===== src/rtl/ooocpu_pkg.sv =====
`default_nettype none
// ooocpu_pkg -- shared out-of-order core sizes, rename FSM state type, tag-width helper.
// Rev 1.0
`ifndef ROB_DEPTH
`define ROB_DEPTH 8
`endif
`ifndef GPR_ADDR_WIDTH
`define GPR_ADDR_WIDTH 5
`endif

package ooocpu_pkg;

  localparam int ROB_TAG_W = $clog2(`ROB_DEPTH);
  localparam int ROB_CNT_W = ROB_TAG_W + 1;
  localparam int RCNT_W    = 4;

  typedef enum logic [1:0] {
    RN_RUN     = 2'd0,
    RN_FLUSH   = 2'd1,
    RN_RECOVER = 2'd2
  } rn_state_e;

  function automatic int tag_width(input int depth);
    return $clog2(depth);
  endfunction

endpackage

`default_nettype wire


===== src/rtl/rob_ptr.sv =====
`default_nettype none
// rob_ptr -- modulo-DEPTH ROB pointer with clear (priority) and increment.
// Rev 1.0
module rob_ptr
  import ooocpu_pkg::*;
#(
  parameter int DEPTH = `ROB_DEPTH
) (
  input  logic                        clk,
  input  logic                        rst_n,
  input  logic                        clr_i,
  input  logic                        inc_i,
  output logic [$clog2(DEPTH)-1:0]    ptr_o
);

  logic [$clog2(DEPTH)-1:0] ptr_q;

  // DEPTH is a power of two, so the natural binary wrap is the modulo.
  always_ff @(posedge clk) begin
    if (!rst_n) begin
      ptr_q <= '0;
    end else if (clr_i) begin
      ptr_q <= '0;
    end else if (inc_i) begin
      ptr_q <= ptr_q + 1'b1;
    end
  end

  assign ptr_o = ptr_q;

endmodule

`default_nettype wire


===== src/rtl/rename_ctrl.sv =====
`default_nettype none
// rename_ctrl -- rename allocation controller: ROB head/tail/count, flush and recovery stall.
// Rev 1.0. Optional macro RENAME_PERF_EN adds saturating full-stall and flush counters.
module rename_ctrl
  import ooocpu_pkg::*;
#(
  parameter int ROB_DEPTH      = `ROB_DEPTH,
  parameter int RECOVER_CYCLES = 2
) (
  input  logic                              clk,
  input  logic                              rst_n,
  input  logic                              id_valid,
  input  logic [`GPR_ADDR_WIDTH-1:0]        id_dst_addr,
  input  logic                              id_dst_wen,
  output logic                              id_ready,
  output logic                              allocate_en,
  output logic [$clog2(ROB_DEPTH)-1:0]      rob_alloc_tag_2rat,
  output logic [`GPR_ADDR_WIDTH-1:0]        rob_alloc_dst_addr_2rat,
  output logic                              rob_alloc_dst_wen_2rat,
  input  logic                              commit_en,
  input  logic                              rob_commit_br_taken,
  input  logic                              rob_commit_exp_en,
  output logic [$clog2(ROB_DEPTH)-1:0]      rob_head_tag,
  output logic [$clog2(ROB_DEPTH):0]        rob_count,
`ifdef RENAME_PERF_EN
  output logic [31:0]                       perf_full_stall_cnt,
  output logic [31:0]                       perf_flush_cnt,
`endif
  output logic                              rename_full,
  output logic                              rename_empty,
  output logic                              err_underflow
);

  localparam int TAG_W = tag_width(ROB_DEPTH);
  localparam int CNT_W = TAG_W + 1;
  localparam logic [CNT_W-1:0]  DEPTH_C = CNT_W'(ROB_DEPTH);
  localparam logic [RCNT_W-1:0] RCNT_C  = RCNT_W'(RECOVER_CYCLES);

  rn_state_e          state_q;
  logic [CNT_W-1:0]   count_q;
  logic [CNT_W-1:0]   count_d;
  logic [RCNT_W-1:0]  rcnt_q;
  logic               underflow_q;
  logic               flush_req;
  logic               commit_ok;
  logic               ptr_clr;
  logic [TAG_W-1:0]   head;
  logic [TAG_W-1:0]   tail;

  assign flush_req   = rob_commit_br_taken | rob_commit_exp_en;
  assign id_ready    = (state_q == RN_RUN) && (count_q < DEPTH_C);
  assign allocate_en = id_valid && id_ready && !flush_req;
  assign commit_ok   = (state_q == RN_RUN) && commit_en && !flush_req && (count_q != '0);
  assign ptr_clr     = (state_q == RN_FLUSH);
  assign count_d     = count_q + CNT_W'(allocate_en) - CNT_W'(commit_ok);

  rob_ptr #(.DEPTH(ROB_DEPTH)) u_head (
    .clk   (clk),
    .rst_n (rst_n),
    .clr_i (ptr_clr),
    .inc_i (commit_ok),
    .ptr_o (head)
  );

  rob_ptr #(.DEPTH(ROB_DEPTH)) u_tail (
    .clk   (clk),
    .rst_n (rst_n),
    .clr_i (ptr_clr),
    .inc_i (allocate_en),
    .ptr_o (tail)
  );

  always_ff @(posedge clk) begin
    if (!rst_n) begin
      state_q     <= RN_RUN;
      count_q     <= '0;
      rcnt_q      <= '0;
      underflow_q <= 1'b0;
    end else begin
      case (state_q)
        RN_RUN: begin
          if (flush_req) begin
            state_q <= RN_FLUSH;
          end else begin
            count_q <= count_d;
            if (commit_en && (count_q == '0)) underflow_q <= 1'b1;
          end
        end
        RN_FLUSH: begin
          count_q <= '0;
          rcnt_q  <= RCNT_C;
          state_q <= RN_RECOVER;
        end
        RN_RECOVER: begin
          // A new flush during recovery restarts the full stall window.
          if (flush_req) begin
            rcnt_q <= RCNT_C;
          end else if (rcnt_q <= 4'd1) begin
            rcnt_q  <= '0;
            state_q <= RN_RUN;
          end else begin
            rcnt_q <= rcnt_q - 1'b1;
          end
        end
        default: state_q <= RN_RUN;
      endcase
    end
  end

`ifdef RENAME_PERF_EN
  logic [31:0] perf_stall_q;
  logic [31:0] perf_flush_q;

  always_ff @(posedge clk) begin
    if (!rst_n) begin
      perf_stall_q <= '0;
      perf_flush_q <= '0;
    end else begin
      if (id_valid && (state_q == RN_RUN) && (count_q == DEPTH_C) && (perf_stall_q != '1))
        perf_stall_q <= perf_stall_q + 1'b1;
      if ((state_q == RN_RUN) && flush_req && (perf_flush_q != '1))
        perf_flush_q <= perf_flush_q + 1'b1;
    end
  end

  assign perf_full_stall_cnt = perf_stall_q;
  assign perf_flush_cnt      = perf_flush_q;
`endif

  assign rob_alloc_tag_2rat      = tail;
  assign rob_alloc_dst_addr_2rat = id_dst_addr;
  assign rob_alloc_dst_wen_2rat  = id_dst_wen && (id_dst_addr != '0);
  assign rob_head_tag            = head;
  assign rob_count               = count_q;
  assign rename_full             = (count_q == DEPTH_C);
  assign rename_empty            = (count_q == '0);
  assign err_underflow           = underflow_q;

endmodule

`default_nettype wire


===== config.mk =====
export PLATFORM = sky130hd
export DESIGN_NAME = rename_ctrl
export DESIGN_NICKNAME = d
export VERILOG_FILES = /design/src/rtl/ooocpu_pkg.sv /design/src/rtl/rob_ptr.sv /design/src/rtl/rename_ctrl.sv
export SDC_FILE = /design/constraint.sdc
export NUM_CORES = 1
export LEC_CHECK = 0
export CORE_ASPECT_RATIO = 0.6
export CORE_MARGIN = 10
export CORE_UTILIZATION = 40
export CTS_CLUSTER_DIAMETER = 150
export DETAILED_ROUTE_END_ITERATION = 10
export GPL_TIMING_DRIVEN = 0
export MAX_ROUTING_LAYER = met4
export PLACE_DENSITY = 0.7
export SETUP_SLACK_MARGIN = 0.2
export SYNTH_ARGS = -nofsm -noshare
export SYNTH_HDL_FRONTEND = slang
export SYNTH_SLANG_ARGS = --single-unit

===== constraint.sdc =====
create_clock -name clk -period 2.65 [get_ports clk]
set_input_delay 0.3975 -clock clk [delete_from_list [all_inputs] [get_ports clk]]
set_output_delay 0.3975 -clock clk [all_outputs]
set_load 0.01 [all_outputs]

* After elaboration in Yosys (flattened, before gate mapping)
Cells that the tools add are included.
** Storage, ports and cells
- RAM bits :: 0
- Bits of input ports :: 12
- Output and inout port bits :: 21
- Memories :: 0
- Latch bits :: 0
- Register bits after elaboration :: 17
- Word-level logic and storage cells :: 51
- Bits in read-only memories :: 0
** Cells by class
- Multiplexer cells :: 9
- Reductions and logical operators :: 19
- Bitwise logic cells :: 3
- $mul :: 0
- Divide/modulo/power cells :: 0
- Eq/ne operators :: 7
- Magnitude comparators :: 2
- Shifts and indexed selects :: 0
- $add $sub $neg :: 5
** Operators by type and width (number)
- $pmux 4 s2 :: 2
- $mux 4 :: 3
- $logic_and 1x1->1 :: 8
- $ne 2x2->1 const B :: 4
- $add 3x1->3 const B :: 2
- $mux 2 :: 3
- $pmux 2 s3 :: 1
- $reduce_and 3->1 :: 2
- $reduce_bool 5->1 :: 1
- $add 4x1->4 :: 1
- $eq 4x4->1 const B :: 1
- $le 4x1->1 const B :: 1
- $logic_not 4->1 :: 1
- $lt 4x4->1 const B :: 1
- $reduce_bool 2->1 :: 2
- $reduce_bool 4->1 :: 1
- $sub 4x1->4 :: 1
- $sub 4x1->4 const B :: 1
- $eq 2x1->1 const B :: 1
- $eq 2x2->1 const B :: 1
- $logic_not 2->1 :: 1
- $not 1->1 :: 2
- $reduce_and 2->1 :: 1
- $reduce_or 2->1 :: 1
- 2 further kinds :: 2

* Logic depth before layout (Yosys ltp)
- Word-level depth :: 8
- Mapped depth :: 12
- Gate-level depth less buffers :: 12

* Cells and area by module
A second synthesis with hierarchy kept.
** Unflattened totals
- Cell total of the unflattened synthesis :: 119
- Area, all modules :: 1088.5 um2
** Modules (own cells, without submodules)
- rename_ctrl :: area an instance 833.3 um2, seq. area each 220.2 um2, cells each 95, instances 1
- rob_ptr :: area an instance 127.6 um2, seq. area each 60.1 um2, cells each 12, instances 2

* Worst setup path after synthesis
Ideal clock, no wire load.
- Kind :: register to register
- Start point :: reg count_q[2] (netlist: rob_count[2])
- End point :: reg count_q[2] (netlist: rob_count[2])
- Setup time :: 0.118 ns
- Required time :: 2.532 ns
- Arrival time :: 2.344 ns
- Clock period less this slack :: 2.463 ns
- Setup slack :: 0.187 ns
- Buffers on the path :: 0
- Cell stages (with the launch flop) :: 13
- Cell sequence :: dfxtp_1 > inv_1 > ha_1 > or3b_1 > nand3_1 > inv_1 > ha_1 > inv_1 > ha_1 > fa_1 > xor2_1 > a22oi_1 > nor2b_1
** Between the ends
- Elaborated cells on any way between the ends :: 10
- Classes of those cells :: add/sub: 2; order compare: 1; mux: 2; reduce/logical: 5
** RTL lines
- start, declared :: line rename_ctrl.sv:40 : logic [CNT_W-1:0] count_q;
- start signal, assigned :: line rename_ctrl.sv:85 : count_q <= count_d;
- $reduce_bool 4->1 :: line rename_ctrl.sv:53 : assign commit_ok = (state_q == RN_RUN) && commit_en && !flush_req && (count_q != '0);
- $logic_and 1x1->1 :: line rename_ctrl.sv:53
- named net commit_ok :: line rename_ctrl.sv:45 : logic commit_ok;
- $sub 4x1->4 :: line rename_ctrl.sv:55 : assign count_d = count_q + CNT_W'(allocate_en) - CNT_W'(commit_ok);
- $mux 4 :: line rename_ctrl.sv:82 : if (flush_req) begin
- $pmux 4 s2 :: line rename_ctrl.sv:80 : case (state_q)
The timed path passes the listed nets, and every way through them passes these cells. The select of a mux whose other input is x is not followed.
A chain may end at the register's enable or synchronous reset.

* Worst setup path after layout
- Start point :: in id_dst_addr[0]
- End point :: out rob_alloc_dst_wen_2rat
** Between the ends
- Word-level cells in the longest chain between the ends :: 2
** RTL lines
- start, declared :: line rename_ctrl.sv:13 : input logic [`GPR_ADDR_WIDTH-1:0] id_dst_addr,
- $reduce_bool 5->1 :: line rename_ctrl.sv:132 : assign rob_alloc_dst_wen_2rat = id_dst_wen && (id_dst_addr != '0);
- $logic_and 1x1->1 :: line rename_ctrl.sv:132
- end, declared :: line rename_ctrl.sv:19 : output logic rob_alloc_dst_wen_2rat,
Every way passes these cells.

==> run summary <==
status = finished, final reports clean
Critical Path Source Type = input pin
chip width = 87.23 um
Worst Path Required = 2250 ps
pin slew with the least headroom to its limit = 502.6 ps
number of synthesized flops with an enable pin = 0
MaxCap Viol Count = 0
placed wire-length estimate = 2.274 mm
WHS Path Cells = 2
total CTS buffers = 3
RSZ-0062 raised after global routing = no
Syn Nets = 146
pin count of the biggest net entering global routing = 12
Root Driver = clkbuf_8
H-tree depth = 1
core box area = 2540 um^2
Synthesis Warnings = 0
# rows = 14
# diodes = 0
setup TNS = 0 ps
initial core utilization = 0.4271
Via-to-Cell Ratio = 4.969
Power per Cell Area = 569.6 nW/um^2
top-area cell type share of the netlist area = 0.3137
Area after DPL = 1440 um^2
count of cell types in the netlist = 38
relative slew slack = 0.6649
most frequent cells in the layout = clkdlybuf4s50_1 (30), dfxtp_1 (15), buf_4 (12)
Hold Fails Final Rpt = 0
count of pins over their slew limit = 0
Comb pwr share = 0.432
Int Pwr = 591.2 uW
crit share post-route = 0.9105
Hold Slack = 465.3 ps
mean routed wirelength per cell = 15.15 um
total grt overflow = 0
largest cells by area after synthesis = dfxtp_1 (31%), ha_1 (16%), inv_1 (5.2%)
cell count after synthesis = 119
Cell Area, Synth = 1085 um^2
initial antenna violation count = 0
Clk pin slew, worst setup/hold paths = 70 ps
dominant cell type by area after synthesis = dfxtp_1
final instance area = 1603 um^2
vias in the first global route = 944
Final #Nets = 189
1st-iter DRT viols = 32
Vert. Die Dim = 60.34 um
Period minus WS final = 2413 ps
placer's final routability congestion estimate = 0.8480
Crit Path Class = input pin to output port
drt drc = 0
P&R area growth vs syn = 47.75%
sequential area share after synthesis = 0.3137
sequential power share = 0.342
post-route ant nets = 0
switching power = 321.8 uW
fill count = 209
Post-Syn Area per Cell = 9.116 um^2
io pins = 33
Clock Sinks = 17
most common cell after layout, fill and taps aside = clkdlybuf4s50_1
Die ar. = 5263 um^2
#FFs+latches synth = 17
skew final = 1.463 ps
GRT Resource Usage Total = 0.1088
Worst Reg-to-Reg Cells = 12
Initial DRT Pass Iterations = 4
Pleak = 0.0006801 uW
vias = 959
Post-synth ARST share = 0
Max IR drop VDD = 453.4 uV
clock network power share = 0.226
Setup Viol. Count Final = 0
crit path max fanout = 2
Hold WC Path Type = input pin to flop
first-pass GRT wire length = 4.416 mm
aggregate routed wire length = 2.923 mm
sw frac = 0.3525
CTS tree = built
fmax = 414.5 MHz
CP Capture Type = output port
number of I/O port buffers = 31
layout cells sized above 1 = 0.2050
Critical Path AT = 2020 ps
Main synth FF type = dfxtp_1
worst-skew pair later-pin latency = 260 ps
clock buffer depth = 2
-- power groups by stage --
stage	sequential, uW	clock [uW]	combinational [uW]
after detailed placement	318	0	339
after global routing	316	223	435
after CTS	312	205	359
final	312	207	394
after floorplan	315	0	228
after global placement	317	0	331
-- cell type report --
cell class                 count  area (um^2)  area share
timing repair buffer          38        365.4      0.2279
inverter                      15        56.30     0.03513
sequential                    17        345.3      0.2155
buffer                         7        46.29     0.02888
tap                           32        40.04     0.02498
multi-input combinational     80        700.7      0.4372
clock inverter                 1        7.507    0.004684
clock buffer                   3        41.29     0.02576
-- final timing paths --
path	start	end	slack, ps
setup / recovery	id_dst_addr[0]	rob_alloc_dst_wen_2rat	240
hold / removal	rst_n	rcnt_q[0]	470
setup reg to reg	rob_count[3]	rob_count[2]	260
hold reg to reg	state_q[1]	state_q[1]	490
-- Yosys cell counts (all sizes together), types with 2 or more instances --
master / count
mux2i: 4
nand2: 5
dfxtp: 17
inv: 15
nand4: 2
or3b: 2
buf: 6
ha: 14
nand4b: 2
nor2b: 5
xor2: 6
nor2: 8
nand2b: 2
nand3: 5
a22oi: 3
a21oi: 4
-- registers in the layout, indices dropped and copies added, names as in the netlist --
name           count
err_underflow      1
u_tail.ptr_o       3
u_head.ptr_o       3
rob_count          4
state_q            2
rcnt_q             4
-- logic make-up after synthesis --
family,share of synthesized area
compound gates,0.1142
flops,0.3137
fa+ha+maj,0.1799
simple gates,0.2122
xor+xnor,0.04844
buf+inv,0.09457
mux,0.03691
-- worst max-delay path, cell delays in order --
cell             delay, ps
clkdlybuf4s50_1        420
or4_1                  520
o21a_1                 180
clkdlybuf4s50_1        490
-- what timing repair did --
action	CTS	global route
hold buffers	0	0
endpoints found under the setup margin	4	4
setup buffers	1	6
pin swaps	1	6
gates resized for setup	8	11
-- metrics by stage --
stage	utilization	power, uW	std cells	setup WS, ps
after global placement	0.5670	647.6	182	-187.9
after CTS	0.5990	876.1	187	177.9
after detailed placement	0.5670	657.1	182	-275.2
after floorplan	-	542.5	119	226.6
final	0.6310	912.9	193	237.2
after global routing	0.6310	972.9	193	195.3
-- layer usage --
metal | track usage | wire, um | vias to the layer above
met5 | - | 0 | -
met4 | 0.03394 | 31 | 0
met3 | 0.04679 | 181 | 4
met2 | 0.1665 | 1359 | 20
met1 | 0.1272 | 1350 | 443
li1 | - | - | 492
Note: power is estimated with default switching activity, not from simulation.
